`src/rtl/occ_pkg.sv`:
```
// occ_pkg: shared seven-segment types and glyph constants for occupancy_display.
// Segment codes are active-low, bit0 = a ... bit6 = g.
package occ_pkg;

  typedef logic [6:0] seg7_t;

  localparam seg7_t SEG_DIGIT [0:9] = '{
    7'b1000000, 7'b1111001, 7'b0100100, 7'b0110000, 7'b0011001,
    7'b0010010, 7'b0000011, 7'b1111000, 7'b0000000, 7'b0011000
  };

  localparam seg7_t SEG_BLANK = 7'b1111111;

  localparam seg7_t SEG_E = 7'b0000110;
  localparam seg7_t SEG_M = 7'b1101010;
  localparam seg7_t SEG_P = 7'b0001100;
  localparam seg7_t SEG_T = 7'b0000111;
  localparam seg7_t SEG_Y = 7'b0010001;
  localparam seg7_t SEG_F = 7'b0001110;
  localparam seg7_t SEG_U = 7'b1000001;
  localparam seg7_t SEG_L = 7'b1000111;

endpackage

```
`src/rtl/seg7_digit.sv`:
```
// seg7_digit: combinational BCD-to-seven-segment decoder (active-low).
// Codes 10..15 are not decimal digits and produce a blank glyph.
module seg7_digit
  import occ_pkg::*;
(
  input  logic [3:0] bcd,
  output seg7_t      seg
);

  // Look up the glyph for one decimal digit
  always_comb begin
    seg = SEG_BLANK;
    case (bcd)
      4'd0:    seg = SEG_DIGIT[0];
      4'd1:    seg = SEG_DIGIT[1];
      4'd2:    seg = SEG_DIGIT[2];
      4'd3:    seg = SEG_DIGIT[3];
      4'd4:    seg = SEG_DIGIT[4];
      4'd5:    seg = SEG_DIGIT[5];
      4'd6:    seg = SEG_DIGIT[6];
      4'd7:    seg = SEG_DIGIT[7];
      4'd8:    seg = SEG_DIGIT[8];
      4'd9:    seg = SEG_DIGIT[9];
      default: seg = SEG_BLANK;
    endcase
  end

endmodule

```
`src/rtl/occupancy_display.sv`:
```
// occupancy_display: saturating 0..CAPACITY occupancy counter driving six
// registered seven-segment digits ("EmPty0", "FULL"+count, or the count).
// Optional feature macro OCC_BLINK_EN: blink the FULL glyphs while at capacity
// with a half-period of BLINK_DIV clock cycles.
module occupancy_display
  import occ_pkg::*;
#(
  parameter  int CAPACITY  = 25,
  parameter  int BLINK_DIV = 25_000_000,
  localparam int CW        = $clog2(CAPACITY + 1)
) (
  input  logic          clk,
  input  logic          reset,
  input  logic          inc,
  input  logic          dec,
  output logic [CW-1:0] count,
  output logic          full,
  output logic          empty,
  output seg7_t         HEX5,
  output seg7_t         HEX4,
  output seg7_t         HEX3,
  output seg7_t         HEX2,
  output seg7_t         HEX1,
  output seg7_t         HEX0
);

  localparam logic [CW-1:0] CAP_C  = CW'(CAPACITY);
  localparam logic [CW-1:0] ZERO_C = CW'(0);
  localparam logic [CW-1:0] ONE_C  = CW'(1);

  localparam logic [5:0][6:0] EMPTY_PAT = {SEG_E, SEG_M, SEG_P, SEG_T, SEG_Y, SEG_DIGIT[0]};
  localparam logic [3:0][6:0] FULL_PAT  = {SEG_F, SEG_U, SEG_L, SEG_L};
  localparam logic [3:0][6:0] BLANK4    = {SEG_BLANK, SEG_BLANK, SEG_BLANK, SEG_BLANK};

  // Out-of-range configurations stop elaboration
  if ((CAPACITY < 32'sd1) || (CAPACITY > 32'sd99) || (BLINK_DIV < 32'sd2)) begin : g_bad_params
    $error("occupancy_display: CAPACITY must be 1..99 and BLINK_DIV >= 2");
  end

  logic [CW-1:0]   count_r;
  logic [CW-1:0]   count_nxt_s;
  logic [5:0][6:0] hex_r;
  logic [5:0][6:0] hex_nxt_s;
  logic            full_s;
  logic            empty_s;
  logic            show_full_s;
  logic [6:0]      count_ext_s;
  logic [3:0]      tens_s;
  logic [3:0]      ones_s;
  seg7_t           tens_seg_s;
  seg7_t           ones_seg_s;

  assign full_s  = (count_r == CAP_C);
  assign empty_s = (count_r == ZERO_C);

  // Widen to 7 bits so the divide/modulo by ten is legal for any CW
  assign count_ext_s = 7'(count_r);
  assign tens_s      = 4'(count_ext_s / 7'd10);
  assign ones_s      = 4'(count_ext_s % 7'd10);

  seg7_digit u_tens (.bcd(tens_s), .seg(tens_seg_s));
  seg7_digit u_ones (.bcd(ones_s), .seg(ones_seg_s));

  // Saturating next count: lone inc/dec moves it, anything else holds
  always_comb begin
    count_nxt_s = count_r;
    if (inc && !dec && (count_r < CAP_C)) begin
      count_nxt_s = count_r + ONE_C;
    end else if (dec && !inc && (count_r > ZERO_C)) begin
      count_nxt_s = count_r - ONE_C;
    end else begin
      count_nxt_s = count_r;
    end
  end

`ifdef OCC_BLINK_EN
  localparam int PW = $clog2(BLINK_DIV);
  localparam logic [PW-1:0] PRE_TC   = PW'(BLINK_DIV - 1);
  localparam logic [PW-1:0] PRE_ZERO = PW'(0);
  localparam logic [PW-1:0] PRE_ONE  = PW'(1);

  logic [PW-1:0] pre_r;
  logic          phase_r;

  // Blink timebase: runs only while full, parked at zero/on otherwise
  always_ff @(posedge clk) begin
    if (reset || !full_s) begin
      pre_r   <= PRE_ZERO;
      phase_r <= 1'b1;
    end else if (pre_r == PRE_TC) begin
      pre_r   <= PRE_ZERO;
      phase_r <= ~phase_r;
    end else begin
      pre_r   <= pre_r + PRE_ONE;
      phase_r <= phase_r;
    end
  end

  assign show_full_s = phase_r;
`else
  assign show_full_s = 1'b1;
`endif

  // Decode the current count into the glyphs the display loads next edge
  always_comb begin
    hex_nxt_s = EMPTY_PAT;
    if (empty_s) begin
      hex_nxt_s = EMPTY_PAT;
    end else if (full_s) begin
      if (show_full_s) begin
        hex_nxt_s[5:2] = FULL_PAT;
      end else begin
        hex_nxt_s[5:2] = BLANK4;
      end
      hex_nxt_s[1] = tens_seg_s;
      hex_nxt_s[0] = ones_seg_s;
    end else begin
      hex_nxt_s[5:2] = BLANK4;
      if (tens_s == 4'd0) begin
        hex_nxt_s[1] = SEG_BLANK;
      end else begin
        hex_nxt_s[1] = tens_seg_s;
      end
      hex_nxt_s[0] = ones_seg_s;
    end
  end

  // Occupancy and display registers; reset shows EmPty0 on the same edge
  always_ff @(posedge clk) begin
    if (reset) begin
      count_r <= ZERO_C;
      hex_r   <= EMPTY_PAT;
    end else begin
      count_r <= count_nxt_s;
      hex_r   <= hex_nxt_s;
    end
  end

  assign count = count_r;
  assign full  = full_s;
  assign empty = empty_s;
  assign HEX5  = hex_r[5];
  assign HEX4  = hex_r[4];
  assign HEX3  = hex_r[3];
  assign HEX2  = hex_r[2];
  assign HEX1  = hex_r[1];
  assign HEX0  = hex_r[0];

endmodule
```
`config.mk`:
```
export PLATFORM = sky130hd
export DESIGN_NAME = occupancy_display
export DESIGN_NICKNAME = d
export VERILOG_FILES = /design/src/rtl/occ_pkg.sv /design/src/rtl/seg7_digit.sv /design/src/rtl/occupancy_display.sv
export SDC_FILE = /design/constraint.sdc
export NUM_CORES = 1
export LEC_CHECK = 0
export ABC_CLOCK_PERIOD_IN_PS = 8500
export CORE_MARGIN = 8
export CORE_UTILIZATION = 52
export CTS_BUF_LIST = sky130_fd_sc_hd__clkbuf_8
export DETAILED_ROUTE_END_ITERATION = 12
export GPL_TIMING_DRIVEN = 0
export HOLD_SLACK_MARGIN = 0.08
export PLACE_DENSITY = 0.91
export SYNTH_ARGS = -nofsm -noshare
export SYNTH_HDL_FRONTEND = slang
export SYNTH_HIERARCHICAL = 1
export SYNTH_SLANG_ARGS = --single-unit
export TNS_END_PERCENT = 1
```
`constraint.sdc`:
```
create_clock -name clk -period 8.5 [get_ports clk]
set_input_delay 1.7 -clock clk [delete_from_list [all_inputs] [get_ports clk]]
set_output_delay 1.7 -clock clk [all_outputs]
set_load 0.1 [all_outputs]
```
==> results.cfg <==
[run_status]
outcome = finished clean

[routing]
detail_route.iter0.violations = 75
routed_via_density = 4.795
detail_route.first_pass.iterations = 6
route.met2.wl_mm = 1.645
drt_wl_total_mm = 3.711
wl_met3_um = 511
m1WireLength_mm = 1.530
routed.top_layer = met4
ant_nets = 0
drc_errors = 0
via_count = 1496
post_drt_wl_per_cell_um = 11.89

[layout]
nFillCells = 259
post-route-util_pct = 71.54
design_area_mm2 = 0.002331
seq_area_um2 = 440.4
finalNetCount = 285
syn_to_final_growth_pct = 34.80
multi_input_area_mm2 = 0.001022
diodes = 0
drive_gt1_share_pct = 23.68
final_cells = 312

[setup_path]
start_kind = register
reg2reg_slack_ps = 4770
critPathCapture = empty
worst-setup-path-type = reg -> out
end_kind = output pin
r2r-end = HEX0[3]
worstPathArrival_ps = 2650
r2r_start = count[2]
required_ps = 6800
cp_max_fo = 9
cp-startpoint = count[0]
reg2reg_depth = 16

[placed_design]
placed_cell_area_mm2 = 0.002276
port_buffers = 44
hpwl_mm = 2.911
routabilityCongestion = 0.8597
place_inst = 308

[yosys]
synthesis.area_mm2 = 0.001729
syn_inst = 205
synth_edf_count = 0
synth.distinct_cells = 47
ys_ff_latch = 22
syn_area_per_cell_um2 = 8.435
yosysSeqAreaShare_pct = 25.47
synth-warning-count = 6
async_flop_share_pct = 0
synth_flop_cell = dfxtp_1

[timing]
setup_viol = 0
worst_slew_pin_slew_ps = 991.4
rsz0062_at_grt = false
tns_ps = 0
finClkSkew_ps = 8.319
finalHoldViolations = 0
max-slew-margin-rel_pct = 33.70
min_period_ps = 4350
finalCritPeriodShare_pct = 51.17
max_freq_mhz = 229.9
slew_violations = 0

[clock_tree]
cts_resized = 0
cts_buffer_depth = 2
cts_made_buffers = 3
cts_sinks = 22
post_cts_buffers = 0
cts_tree = yes
htreeDepth = 1
clk_pin_slew_ps = 80
hold_buffers = 0
insertion_delay_ps = 260
cts_root_buffer = clkbuf_8

[global_routing]
grt_overflow = 0
antenna_found_initial = 0
grt_pass1_wl_mm = 6.210
grt_use_total_pct = 13.73
grt_pass1_vias = 1450
grt_max_degree = 13

[die]
ios = 53
die_y_um = 73.67
die-area_mm2 = 0.005427
die_w_um = 73.67
placementRows = 21
coreArea_mm2 = 0.003258
start_util_pct = 53.07

[job]
max_cap_violations = 0

[hold_path]
worstHoldPathType = reg -> reg
## worst min path at each step
stage,slack [ps],startpoint,endpoint,cells after the start
3_5_place_dp,650,count[1],count[1],2
3_3_place_gp,630,count[1],count[1],2
5_1_grt,730,count[1],count[1],2
2_1_floorplan,710,count[0],HEX0[4],3
6_report,680,count[1],count[1],2
4_1_cts,660,count[1],count[1],2
## stage by stage
stage | hold slack (ps) | worst slack (ps)
detailed placement | 645.2 | 4076
finish | 680.1 | 4150
global route | 725.8 | 4050
global placement | 630.8 | 4132
CTS | 659.1 | 4153
floorplan | 713.9 | 4054
## logic make-up after synthesis
kind of cell               Yosys count  share of synthesized area, %
other                                2                        0.4343
DFF                                 22                         25.47
muxes                                3                         1.809
adders and majority gates           14                         10.56
buffers and inverters               50                         18.23
AOI/OAI and AO/OA                   52                         21.13
xor gates and xnor gates             4                         2.026
and+or+nand+nor                     58                         20.33
## sequential cells by signal, summed over array words and instances, names as in the netlist
register,flops
HEX0,7
HEX1,7
count,5
HEX3,2
HEX2,1
## final cells by class
cell class              count  share of cell area (%)
well taps                  46                   2.469
inverters                  13                   2.093
multi-input cells         146                   43.85
repair buffers             44                   18.89
flip-flops and latches     22                   18.89
clock buffers               4                   2.362
plain buffers              37                   11.43
## cells in the mapped netlist (all sizes together), types with 3 or more instances
master,instances,area (um^2)
or3,5,36.28
nor2,13,48.80
o21ai,22,147.6
nand2,6,27.52
nor2b,3,18.77
and2,6,37.54
nor3,7,40.04
buf,35,259.0
nor3b,3,37.54
dfxtp,22,440.4
nand2b,9,66.31
ha,13,162.7
inv,12,45.05
o21a,7,52.55
a21oi,11,55.05
## worst max-delay path: stages, from the launching register on
cell             delay, ps
dfxtp_1                400
buf_6                  180
or3_4                  410
nor3_2                 220
clkdlybuf4s50_1       1180
## per-layer routing
metal,up-vias,track usage [%]
li1,775,-
met1,658,15.89
met2,59,23.62
met3,4,4.093
met4,0,3.769
met5,-,0
## placed cells by master, fill, tap and decap left out, types with 2 or more instances in the layout
cell type,count
nand2b_1,5
nor3b_2,3
ha_1,13
dfxtp_1,22
and2_1,6
nor3_1,6
o21ai_2,10
a21o_1,2
nand2_2,2
mux2i_1,2
clkbuf_1,2
nand2b_2,4
or3_1,4
buf_2,6
nor2_1,13
buf_6,3
clkdlybuf4s50_1,44
inv_2,2
buf_4,26
conb_1,15
o21ai_1,10
clkbuf_8,4
xor2_1,2
o311ai_1,2
o21a_1,7
nand2_1,4
inv_1,10
or2_1,2
o21ai_0,2
xnor2_1,2
a21oi_1,11
nor2b_1,3
Power is not shown: default switching activity piles up to over one toggle a cycle in this logic, so the estimate is an artifact.
